### config.mk
export PLATFORM = sky130hd
export DESIGN_NAME = ps2_kbd_ctrl_flat
export DESIGN_NICKNAME = d
export VERILOG_FILES = /design/src/rtl/ps2_kbd_ctrl_if.sv /design/src/rtl/ps2_kbd_ctrl.sv /design/src/flat_wrapper.sv
export SDC_FILE = /design/constraint.sdc
export NUM_CORES = 1
export LEC_CHECK = 0
export BUFFER_PORTS_ARGS = -buffer_cell sky130_fd_sc_hd__buf_2
export CAP_MARGIN = 20
export CORE_MARGIN = 3
export CORE_UTILIZATION = 30
export CTS_CLUSTER_DIAMETER = 150
export DETAILED_ROUTE_END_ITERATION = 12
export GPL_TIMING_DRIVEN = 0
export PLACE_DENSITY_LB_ADDON = 0.08
export SYNTH_ARGS = -nofsm -noshare
export SYNTH_HDL_FRONTEND = slang
export SYNTH_SLANG_ARGS = --single-unit
export TNS_END_PERCENT = 20
### constraint.sdc
create_clock -name clk -period 1.71 [get_ports clk]
set_input_delay 0.0855 -clock clk [delete_from_list [all_inputs] [get_ports clk]]
set_output_delay 0.0855 -clock clk [all_outputs]
set_load 0.01 [all_outputs]
### src/rtl/ps2_kbd_ctrl_if.sv
// ps2_kbd_ctrl_if
// Groups the handshake between the PS/2 receiver FIFO and the keyboard
// sequencer.
//   fifo_data      head byte of the FIFO, valid while fifo_ready=1
//   fifo_ready     FIFO non-empty
//   fifo_overflow  overflow flag from the receiver
//   fifo_nextdata  pop strobe; the FIFO advances on the clk edge where it is 1
// Modports: master = FIFO side, slave = sequencer side.
interface ps2_kbd_ctrl_if;
  logic [7:0] fifo_data;
  logic       fifo_ready;
  logic       fifo_overflow;
  logic       fifo_nextdata;

  modport master (
    output fifo_data,
    output fifo_ready,
    output fifo_overflow,
    input  fifo_nextdata
  );

  modport slave (
    input  fifo_data,
    input  fifo_ready,
    input  fifo_overflow,
    output fifo_nextdata
  );
endinterface

### src/rtl/ps2_kbd_ctrl.sv
// ps2_kbd_ctrl
// Pops scan-code bytes from the PS/2 receiver FIFO, decodes the
// make / break (F0) / extended (E0) protocol, tracks the single held key,
// counts distinct presses and drives the seven-segment display information.
// Ports:
//   clk, rst      system clock; asynchronous active-low reset
//   fifo          ps2_kbd_ctrl_if.slave (fifo_data, fifo_ready,
//                 fifo_overflow in; fifo_nextdata out)
//   clr           synchronous clear of key_cnt, ovf_err and decode state
//   key_code      scan code of the held or last key
//   key_ext       held or last key carried an E0 prefix
//   key_valid     a key is currently held
//   key_cnt       distinct key presses, modulo 2^CNT_W
//   seg_en        display enable (same as key_valid)
//   ovf_err       sticky FIFO-overflow indication
// Build option: define KBD_EXT_EN to decode the E0 prefix. Without it E0
// bytes are popped and discarded and key_ext stays 0.
module ps2_kbd_ctrl #(
  parameter int CNT_W = 8
) (
  input  logic             clk,
  input  logic             rst,
  ps2_kbd_ctrl_if.slave    fifo,
  input  logic             clr,
  output logic [7:0]       key_code,
  output logic             key_ext,
  output logic             key_valid,
  output logic [CNT_W-1:0] key_cnt,
  output logic             seg_en,
  output logic             ovf_err
);

  localparam logic       F_IDLE  = 1'b0;
  localparam logic       F_DEC   = 1'b1;
  localparam logic [1:0] P_MAKE  = 2'd0;
  localparam logic [1:0] P_EXT   = 2'd1;
  localparam logic [1:0] P_BREAK = 2'd2;

  localparam logic [7:0] BYTE_E0 = 8'hE0;
  localparam logic [7:0] BYTE_F0 = 8'hF0;

  logic       f_state;
  logic [1:0] p_state;
  logic [1:0] p_next;
  logic [7:0] byte_r;
  logic       make_ev;
  logic       break_ev;
  logic       ev_ext;
  logic       key_match;

  // Pop only from F_IDLE; clr and reset both suppress the strobe so the
  // FIFO never advances while the decoder is being cleared.
  assign fifo.fifo_nextdata = rst && !clr && (f_state == F_IDLE) && fifo.fifo_ready;

  assign seg_en = key_valid;

  // The same match rule identifies a typematic repeat on make and a
  // release of the held key on break.
  assign key_match = key_valid && (byte_r == key_code) && (ev_ext == key_ext);

`ifdef KBD_EXT_EN
  logic ext_pend;
  logic ext_next;

  assign ev_ext = ext_pend;

  // Protocol decode of byte_r; only consumed while the fetch FSM is in F_DEC.
  always_comb begin
    make_ev  = 1'b0;
    break_ev = 1'b0;
    p_next   = p_state;
    ext_next = ext_pend;
    case (p_state)
      P_MAKE: begin
        if (byte_r == BYTE_E0) begin
          p_next   = P_EXT;
          ext_next = 1'b1;
        end else if (byte_r == BYTE_F0) begin
          p_next = P_BREAK;
        end else begin
          make_ev = 1'b1;
        end
      end
      P_EXT: begin
        if (byte_r == BYTE_F0) begin
          p_next = P_BREAK;
        end else if (byte_r != BYTE_E0) begin
          make_ev = 1'b1;
        end
      end
      P_BREAK: break_ev = 1'b1;
      default: p_next = P_MAKE;
    endcase
    if (make_ev || break_ev) begin
      p_next   = P_MAKE;
      ext_next = 1'b0;
    end
  end

  // ext_pend follows the protocol FSM and is dropped by clr and reset.
  always_ff @(posedge clk or negedge rst) begin
    if (!rst) begin
      ext_pend <= 1'b0;
    end else if (clr) begin
      ext_pend <= 1'b0;
    end else if (f_state == F_DEC) begin
      ext_pend <= ext_next;
    end
  end
`else
  assign ev_ext = 1'b0;

  // Protocol decode without extended keys: E0 is swallowed with no state
  // change, so E0 F0 xx behaves exactly like F0 xx.
  always_comb begin
    make_ev  = 1'b0;
    break_ev = 1'b0;
    p_next   = p_state;
    if (byte_r != BYTE_E0) begin
      case (p_state)
        P_MAKE: begin
          if (byte_r == BYTE_F0) begin
            p_next = P_BREAK;
          end else begin
            make_ev = 1'b1;
          end
        end
        P_BREAK: begin
          break_ev = 1'b1;
          p_next   = P_MAKE;
        end
        default: p_next = P_MAKE;
      endcase
    end
  end
`endif

  // Fetch FSM, protocol state and all registered outputs.
  always_ff @(posedge clk or negedge rst) begin
    if (!rst) begin
      f_state   <= F_IDLE;
      p_state   <= P_MAKE;
      byte_r    <= 8'h00;
      key_code  <= 8'h00;
      key_ext   <= 1'b0;
      key_valid <= 1'b0;
      key_cnt   <= '0;
      ovf_err   <= 1'b0;
    end else if (clr) begin
      f_state   <= F_IDLE;
      p_state   <= P_MAKE;
      key_valid <= 1'b0;
      key_cnt   <= '0;
      ovf_err   <= 1'b0;
    end else begin
      if (fifo.fifo_overflow) begin
        ovf_err <= 1'b1;
      end
      case (f_state)
        F_IDLE: begin
          if (fifo.fifo_ready) begin
            byte_r  <= fifo.fifo_data;
            f_state <= F_DEC;
          end
        end
        default: begin
          f_state <= F_IDLE;
          p_state <= p_next;
          if (make_ev && !key_match) begin
            key_code  <= byte_r;
            key_ext   <= ev_ext;
            key_valid <= 1'b1;
            key_cnt   <= key_cnt + CNT_W'(1);
          end
          if (break_ev && key_match) begin
            key_valid <= 1'b0;
          end
        end
      endcase
    end
  end

endmodule

### src/flat_wrapper.sv
// flat-port wrapper written by rule: the top's interface ports become plain ports
module ps2_kbd_ctrl_flat 
#(
  parameter int CNT_W = 8
)
  (clk, rst, clr, key_code, key_ext, key_valid, key_cnt, seg_en, ovf_err, fifo_fifo_data, fifo_fifo_ready, fifo_fifo_overflow, fifo_fifo_nextdata);
  ps2_kbd_ctrl_if fifo_i ();
  input  logic clk;
  input  logic rst;
  input  logic clr;
  output logic [7:0] key_code;
  output logic key_ext;
  output logic key_valid;
  output logic [CNT_W-1:0] key_cnt;
  output logic seg_en;
  output logic ovf_err;
  input wire logic [$bits(fifo_i.fifo_data)-1:0] fifo_fifo_data;
  input wire logic [$bits(fifo_i.fifo_ready)-1:0] fifo_fifo_ready;
  input wire logic [$bits(fifo_i.fifo_overflow)-1:0] fifo_fifo_overflow;
  output wire logic [$bits(fifo_i.fifo_nextdata)-1:0] fifo_fifo_nextdata;
  assign fifo_i.fifo_data = fifo_fifo_data;
  assign fifo_i.fifo_ready = fifo_fifo_ready;
  assign fifo_i.fifo_overflow = fifo_fifo_overflow;
  assign fifo_fifo_nextdata = fifo_i.fifo_nextdata;
  ps2_kbd_ctrl #(.CNT_W(CNT_W)) u_core (.clk(clk), .rst(rst), .fifo(fifo_i), .clr(clr), .key_code(key_code), .key_ext(key_ext), .key_valid(key_valid), .key_cnt(key_cnt), .seg_en(seg_en), .ovf_err(ovf_err));
endmodule
---- After elaboration in Yosys (flattened, before gate mapping) ----
Index checks and enable logic that the tools add are counted.
word-level totals
  register bits after elaboration ......... 29
  logic and storage cells ................. 56
cells by class
  add/subtract/negate cells ............... 1
  eq/ne operators ......................... 5
  mux-type cells .......................... 22
  bitwise logic cells ..................... 2
  reduce and logical (&&, ||, !) cells .... 19
operators with widths
  cell                                                                     number
  8-bit two-way mux                                                        3
  1-bit two-way mux                                                        14
  2-bit two-way mux                                                        5
  3-bit AND reduction                                                      3
  8-bit by 1-bit adder with 8-bit output, second input constant            1
  8-bit == test                                                            1
  8-bit == test, second input constant                                     1
  8-bit inequality test, second input constant                             1
  2-bit nonzero test                                                       4
  1-bit logical AND                                                        6
  2-bit AND reduction                                                      2
  3-bit by 2-bit inequality test with 1-bit output, second input constant  1
  3-bit nonzero test                                                       1
  2-bit == test, second input constant                                     1
  1-bit logical NOT                                                        2
  2-bit logical NOT                                                        1
  1-bit NOT                                                                2

---- Depth between registers and ports, before layout ----
Gate-level depths: netlist of the first run.
  depth after elaboration ................. 9
  depth in mapped cells ................... 6

---- Worst setup path before layout of the first run ----
OpenSTA, ideal clock, no wires.
  path type ............................... register to register
  start point ............................. reg u_core.byte_r[3]
  end point ............................... reg u_core.key_cnt[1]
  library setup time ...................... 132 ps
  data arrival time ....................... 1459 ps
  setup slack ............................. 119 ps
  stages on the path, launching flop included .. 7
  buffers on the path ..................... 1
  period minus slack after synthesis ...... 1591 ps
  path through ............................ dfrtp_1 > nand4b_1 > o41a_2 > o31ai_4 > buf_6 > mux2i_1 > nor2_1
on the way
  word-level cells in the longest chain between the ends .. 7
ends and longest elaborated chain
  what                               RTL line             text
  start, declared                    ps2_kbd_ctrl.sv:45   logic [7:0] byte_r;
  start signal, assigned             ps2_kbd_ctrl.sv:162  byte_r <= fifo.fifo_data;
  8-bit == test                      ps2_kbd_ctrl.sv:122  if (byte_r == BYTE_F0) begin
  1-bit two-way mux                  ps2_kbd_ctrl.sv:122
  1-bit two-way mux                  ps2_kbd_ctrl.sv:120  case (p_state)
  1-bit two-way mux                  ps2_kbd_ctrl.sv:119  if (byte_r != BYTE_E0) begin
  1-bit logical AND (*)              ps2_kbd_ctrl.sv:169  if (make_ev && !key_match) begin
  2-bit nonzero test (no line) (*)   -
  2-bit AND reduction (no line) (*)  -
  end signal, assigned               ps2_kbd_ctrl.sv:173  key_cnt <= key_cnt + CNT_W'(1);
  end, declared                      ps2_kbd_ctrl.sv:28   output logic [CNT_W-1:0] key_cnt,
Every way passes the cells marked *; elsewhere a longest branch is shown, timed or not.
A chain may end at the register's enable or synchronous reset.

---- Worst setup path in the final report of the first run ----
  start point ............................. reg u_core.byte_r[3]
  end point ............................... reg u_core.key_code[4]
on the way
  word-level cells in the longest chain between the ends .. 6
ends and longest elaborated chain
  what                               RTL line             text
  8-bit == test                      ps2_kbd_ctrl.sv:122
  1-bit two-way mux                  ps2_kbd_ctrl.sv:122
  1-bit two-way mux                  ps2_kbd_ctrl.sv:120
  1-bit two-way mux                  ps2_kbd_ctrl.sv:119
  1-bit logical AND (*)              ps2_kbd_ctrl.sv:169
  3-bit AND reduction (no line) (*)  -
  end signal, assigned               ps2_kbd_ctrl.sv:170  key_code <= byte_r;
  end, declared                      ps2_kbd_ctrl.sv:25   output logic [7:0] key_code,
Marked as above.

==> results of run 1 <==
[sequential cells by signal, indices dropped and copies added, names as in the netlist]
| register | count |
|---|---|
| u_core.byte_r | 8 |
| u_core.f_state | 1 |
| u_core.key_valid | 1 |
| u_core.p_state | 1 |
| u_core.ovf_err | 1 |
| u_core.key_cnt | 8 |
| u_core.key_code | 8 |
[layout make-up]
class,count,area [sq um],share of cell area (%)
buffer,5,35.03,2.066
clock buffer,3,41.29,2.435
clock inverter,1,30.03,1.771
inverter,2,7.507,0.4428
multi-input combinational,76,621.8,36.68
sequential,28,704.4,41.55
tap,50,62.56,3.690
timing repair buffer,36,192.7,11.37
[metal layers]
layer | vias to the layer above | GRT usage (%)
li1 | 477 | -
met1 | 458 | 15.04
met2 | 22 | 16.73
met3 | 2 | 2.204
met4 | 0 | 3.689
met5 | - | 0
[metrics by stage]
stage	area [sq um]	total power, uW	setup WS [ns]	setup TNS, ns	instances
after floorplan	1334	1162	0.1194	0	111
after global placement	1556	1318	-0.07369	-0.5683	193
after detailed placement	1556	1326	-0.09104	-0.5929	193
after CTS	1680	1902	-0.05948	-0.2594	200
after global routing	1695	1991	-0.1181	-1.401	201
final	1695	1870	-0.01604	-0.1105	201
[cell usage after synthesis, drive strengths merged, types with 3 or more instances]
| library cell | n | area (sq um) |
|---|---|---|
| o21ai | 4 | 20.02 |
| nor2 | 7 | 33.78 |
| o31ai | 3 | 36.28 |
| xnor2 | 8 | 70.07 |
| mux2 | 16 | 180.2 |
| dfrtp | 28 | 700.7 |
| a21oi | 6 | 30.03 |
| buf | 4 | 30.02 |
| or4 | 3 | 22.52 |
| or3 | 4 | 25.02 |
| nand3 | 4 | 20.02 |
| nand2 | 4 | 15.01 |
[logic make-up (layout without fill, tap and decap cells)]
| group | Yosys count | in the layout | share of synthesized area [%] |
|---|---|---|---|
| muxes | 18 | 18 | 15.01 |
| xor gates and xnor gates | 9 | 9 | 5.910 |
| DFF | 28 | 28 | 52.53 |
| adders and majority gates | 1 | 1 | 0.9379 |
| buffers and inverters | 7 | 47 | 3.095 |
| and+or+nand+nor | 31 | 31 | 13.60 |
| AOI/OAI and AO/OA | 16 | 16 | 8.630 |
| other | 1 | 1 | 0.2812 |
[critical path, cell delays in order, from the launching register on]
cell and delay [ns]:
dfrtp_1 0.42, nand4b_1 0.21, o41a_2 0.44, o31ai_4 0.11
nor2_4 0.14, mux2_2 0.29
[path summary, 6_finish.rpt]
kind | endpoint | cells past startpoint
worst max-delay path | u_core.key_code[4] | 5
worst min-delay path | u_core.ovf_err | 3
worst max register to register | u_core.key_code[4] | 5
worst min register to register | u_core.ovf_err | 2
max in group asynchronous | u_core.byte_r[7] | 2
min in group asynchronous | u_core.key_code[4] | 2
[power by group through the flow]
| stage | Sequential, uW | Clock [uW] | Combinational (uW) |
|---|---|---|---|
| finish | 894 | 514 | 462 |
| detailed placement | 898 | 0 | 428 |
| global route | 916 | 571 | 504 |
| CTS | 896 | 544 | 463 |
| floorplan | 912 | 0 | 250 |
| global placement | 893 | 0 | 425 |
[repair_timing]
action	in CTS	in global routing
pin swaps	2	2
gates resized for setup	6	4
buffers inserted	2	0
cloned	0	1
hold buffers	1	0
hold endpoints to repair	28	0
setup endpoints to repair	17	16
==> summary.txt, run 1 <==
Outcome
  • Status: complete, but fails checks
  • Failing checks: negative setup slack

Finish
  • Fraction of layout cells with a size suffix above 1: 47.02%
  • Commonest non-fill, non-tap cell in the layout: buf_2
  • Final core occ: 40.91%
  • Commonest non-fill, non-tap cells in the layout: buf_2, dfrtp_1, mux2_2
  • Diodes inserted: 0
  • Final nets: 166
  • Filler cell count in the final layout: 433
  • Synthesis-to-finish area growth: 27.11%

CTS
  • Worst skew pair latency: 0.27 ns
  • Root Driver: clkbuf_8
  • Num CTS Buffers: 3
  • CTS H-tree depth: 1
  • CTS tree: yes
  • Clock tree buffer depth: 2
  • Reg clk slew, reported paths: 0.09 ns
  • CTS Sinks: 28

Setup path
  • Flop2flop setup slack: -0.02 ns
  • CP max FO: 8
  • Reg-to-reg startpoint: u_core.byte_r[3]
  • WP data required: 1.87 ns
  • Worst setup EP type: flop
  • Worst setup startpoint: u_core.byte_r[3]
  • CP Launch Type: flop
  • Worst EP arrival: 1.89 ns
  • Setup CP Type: reg2reg

Die
  • Row count: 23
  • I/O pin count: 34
  • Die width: 72.68 microns
  • Initial Util: 32.19%
  • Die ar.: 0.005282 sq mm
  • Core ar.: 0.004144 sq mm
  • Die Y: 72.68 microns

Power
  • Clock power share: 27.5%
  • Sequential Power Share: 47.8%
  • Pwr dens: 1103 mW/mm^2
  • VDD IR max: 0.4497 mV
  • LEAKAGE: 0.0007541 uW
  • P_sw: 522.8 uW
  • Switching part of the total: 27.95%
  • Gate power share: 24.7%
  • Cell internal pwr: 1347 uW

Synth
  • Unique masters post-synth: 33
  • Mapped Cells: 111
  • Syn_area_per_cell: 12.02 sq um
  • Synthesized Nets: 125
  • EDFF count, synth: 0
  • Async set or reset register ratio after synthesis: 100.0%
  • Warnings from Yosys: 0
  • Synthesized flop and latch total: 28
  • Commonest register cell after synthesis: dfrtp_1
  • Register area share after synthesis: 52.53%
  • Cell area after synthesis: 0.001334 sq mm

GRT
  • Largest net degree at the start of global routing: 30
  • Gr ovfl total: 0
  • Vias in the first global route: 912
  • All-Layer GR Usage: 10.81%
  • Global-route wire length before repair: 4.395 mm
  • Initial antenna violation count: 0

Timing
  • Final worst setup slack: -0.01604 ns
  • Fin. Hold Viols: 0
  • Fin crit period: 1.726 ns
  • RSZ-0062 raised after global routing: yes
  • Hold_ws: 0.02756 ns
  • Slew headroom: 57.64%
  • Max Slew Vio Count: 0
  • Post-Route Skew: 0.002147 ns
  • Setup-failing EPs final: 9
  • Final period util: 100.9%
  • Max Freq: 0.5794 GHz
  • Worst-Margin Slew: 0.6354 ns

Detailed routing
  • Total wire length: 2.697 mm
  • Initial DRC count: 18
  • WL met2: 1.214 mm
  • Uppermost routed layer: met4
  • Routed length per placed instance: 13.42 microns
  • Vias: 959
  • Post-DR vias/cell: 4.771
  • WL met3: 161 microns
  • Metal-1 WL: 1.298 mm
  • Initial DRT Pass Iterations: 4
  • Detail Route Antenna Nets: 0
  • DRC Markers: 0

Placement
  • Placer congestion estimate: 0.7293
  • IO Port Bufs: 32
  • Post-DP HPWL: 2.004 mm

Worst hold path
  • Worst min-delay path class: in2reg
  • Min-delay src: fifo_fifo_overflow

Job
  • Max-cap violations: 0
Note: power is estimated with default switching activity, not from simulation.
==> run 2: changes to the inputs <==
Settings changed: MAX_ROUTING_LAYER set to met4, SKIP_LAST_GASP set to 1.
==> summary.txt, run 2 (synthesized netlist as in run 1, its figures left out) <==
GRT
  • Vias in the first global route: 912 (unchanged)
  • Initial antenna violation count: 0 (unchanged)
  • Global-route wire length before repair: 4.395 mm (unchanged)
  • All-Layer GR Usage: 11.13% (+0.32 points)
  • Gr ovfl total: 0 (unchanged)
  • Largest net degree at the start of global routing: 30 (unchanged)

Timing
  • Slew headroom: 57.63% (about the same)
  • Fin crit period: 1.725 ns (-0.001260 ns)
  • Worst-Margin Slew: 0.6356 ns (+0.0001936 ns)
  • Post-Route Skew: 0.002147 ns (unchanged)
  • Max Freq: 0.5798 GHz (about the same)
  • Setup-failing EPs final: 9 (unchanged)
  • Final worst setup slack: -0.01478 ns (+0.001260 ns)
  • Hold_ws: 0.02756 ns (unchanged)
  • RSZ-0062 raised after global routing: yes
  • Max Slew Vio Count: 0 (unchanged)
  • Fin. Hold Viols: 0 (unchanged)
  • Final period util: 100.9% (about the same)

CTS
  • Clock tree buffer depth: 2 (unchanged)
  • Reg clk slew, reported paths: 0.09 ns (about the same)
  • Root Driver: clkbuf_8
  • Num CTS Buffers: 3 (unchanged)
  • CTS Sinks: 28 (unchanged)
  • CTS H-tree depth: 1 (unchanged)
  • CTS tree: yes
  • Worst skew pair latency: 0.27 ns (about the same)

Die
  • I/O pin count: 34 (unchanged)
  • Row count: 23 (unchanged)
  • Initial Util: 32.19% (unchanged)
  • Die ar.: 0.005282 sq mm (unchanged)
  • Die Y: 72.68 microns (unchanged)
  • Die width: 72.68 microns (unchanged)
  • Core ar.: 0.004144 sq mm (unchanged)

Setup path
  • CP max FO: 8 (unchanged)
  • Worst setup EP type: flop
  • CP Launch Type: flop
  • Setup CP Type: reg2reg
  • Worst EP arrival: 1.89 ns (about the same)
  • WP data required: 1.87 ns (about the same)

Placement
  • Worst slack, placed: -0.09104 ns (unchanged)
  • Post-DP HPWL: 2.004 mm (unchanged)
  • Placer congestion estimate: 0.7381 (+1.2%)
  • IO Port Bufs: 32 (unchanged)

Detailed routing
  • Post-DR vias/cell: 4.782 (+0.23%)
  • Routed length per placed instance: 13.44 microns (+0.13%)
  • Total wire length: 2.714 mm (+0.63%)
  • Vias: 966 (+0.73%)
  • DRC Markers: 0 (unchanged)
  • Detail Route Antenna Nets: 0 (unchanged)
  • Initial DRC count: 18 (unchanged)
  • Initial DRT Pass Iterations: 3 (-1)

Finish
  • Diodes inserted: 0 (unchanged)
  • Final nets: 167 (+0.60%)
  • Largest regs: u_core.byte_r x8, u_core.key_cnt x8, u_core.key_code x8
  • Commonest non-fill, non-tap cells in the layout: buf_2, dfrtp_1, mux2_2
  • Filler cell count in the final layout: 436 (+0.69%)
  • Commonest non-fill, non-tap cell in the layout: buf_2
  • Synthesis-to-finish area growth: 27.67%
  • Fraction of layout cells with a size suffix above 1: 47.37% (+0.35 points)

Worst hold path
  • Worst min-delay path class: in2reg

Outcome
  • Status: complete, but fails checks
  • Failing checks: negative setup slack

Power
  • LEAKAGE: 0.0007593 uW (+0.69%)
  • VDD IR max: 0.4497 mV (unchanged)
  • Pwr dens: 1100 mW/mm^2 (-0.32%)

Job
  • Max-cap violations: 0 (unchanged)
run 2: changes by cell type in the layout (fill, tap and decap cells not counted), sizes merged:
cell,previous run,this run
buf,39,40
run 2: stage by stage:
stage	std cells	power (uW)	util [%]	TNS (ns)	cell area, sq um
6_report	202	1873	41.09	-0.09939	1703
5_1_grt	202	1993	41.09	-1.404	1703
4_1_cts	200	1902	40.49	-0.2880	1678
3_5_place_dp	193	1326	37.56	-0.5929	1556
3_3_place_gp	193	1318	37.56	-0.5683	1556
2_1_floorplan	111	1162	-	0	1334
run 2: power by group:
group	internal, uW	total [uW]	leakage, uW	switching [uW]
registers	772	894	0.000351	122
logic	264	465	0.000373	200
clock network	313	514	0.0000357	201
total	1350	1870	0.000759	524
run 2: worst max-delay path: stages (launching register included):
cell,delay [ns]
dfrtp_1,0.42
nand4b_1,0.21
o41a_2,0.44
o31ai_4,0.11
nor2_4,0.14
mux2_2,0.29
run 2: worst paths after layout:
check / start / end / slack [ns] / depth (start not counted)
min in group asynchronous: rst / u_core.key_code[4] / 0.36 / 2
worst min-delay path: fifo_fifo_overflow / u_core.ovf_err / 0.03 / 3
worst max-delay path: u_core.byte_r[3] / u_core.key_code[4] / -0.01 / 5
max in group asynchronous: rst / u_core.byte_r[7] / 0.90 / 2
worst min register to register: u_core.ovf_err / u_core.ovf_err / 0.49 / 2
worst max register to register: u_core.byte_r[3] / u_core.key_code[4] / -0.01 / 5
run 2: layer usage:
metal	vias to the layer above	wire [microns]	track usage [%]
met3	2	147	2.204
met4	0	22	3.689
met5	-	0	-
met2	20	1229	16.73
met1	465	1314	15.04
li1	479	-	-
run 2: area by class of cell:
type / count / area [sq um] / area share (%)
buffer: 5 / 35.03 / 2.057
multi-input combinational: 76 / 621.8 / 36.52
sequential: 28 / 704.4 / 41.37
clock inverter: 1 / 30.03 / 1.763
inverter: 2 / 7.507 / 0.4409
tap: 50 / 62.56 / 3.674
clock buffer: 3 / 41.29 / 2.425
timing repair buffer: 37 / 200.2 / 11.76
run 2: repair_timing:
| item | in CTS | in global routing |
|---|---|---|
| resized for setup | 5 | 5 |
| gates cloned | 0 | 1 |
| setup buffers | 2 | 1 |
| endpoints found under the setup margin | 17 | 16 |
| pin swaps | 2 | 2 |
| hold endpoints to repair | 28 | 0 |
| hold buffers | 1 | 0 |
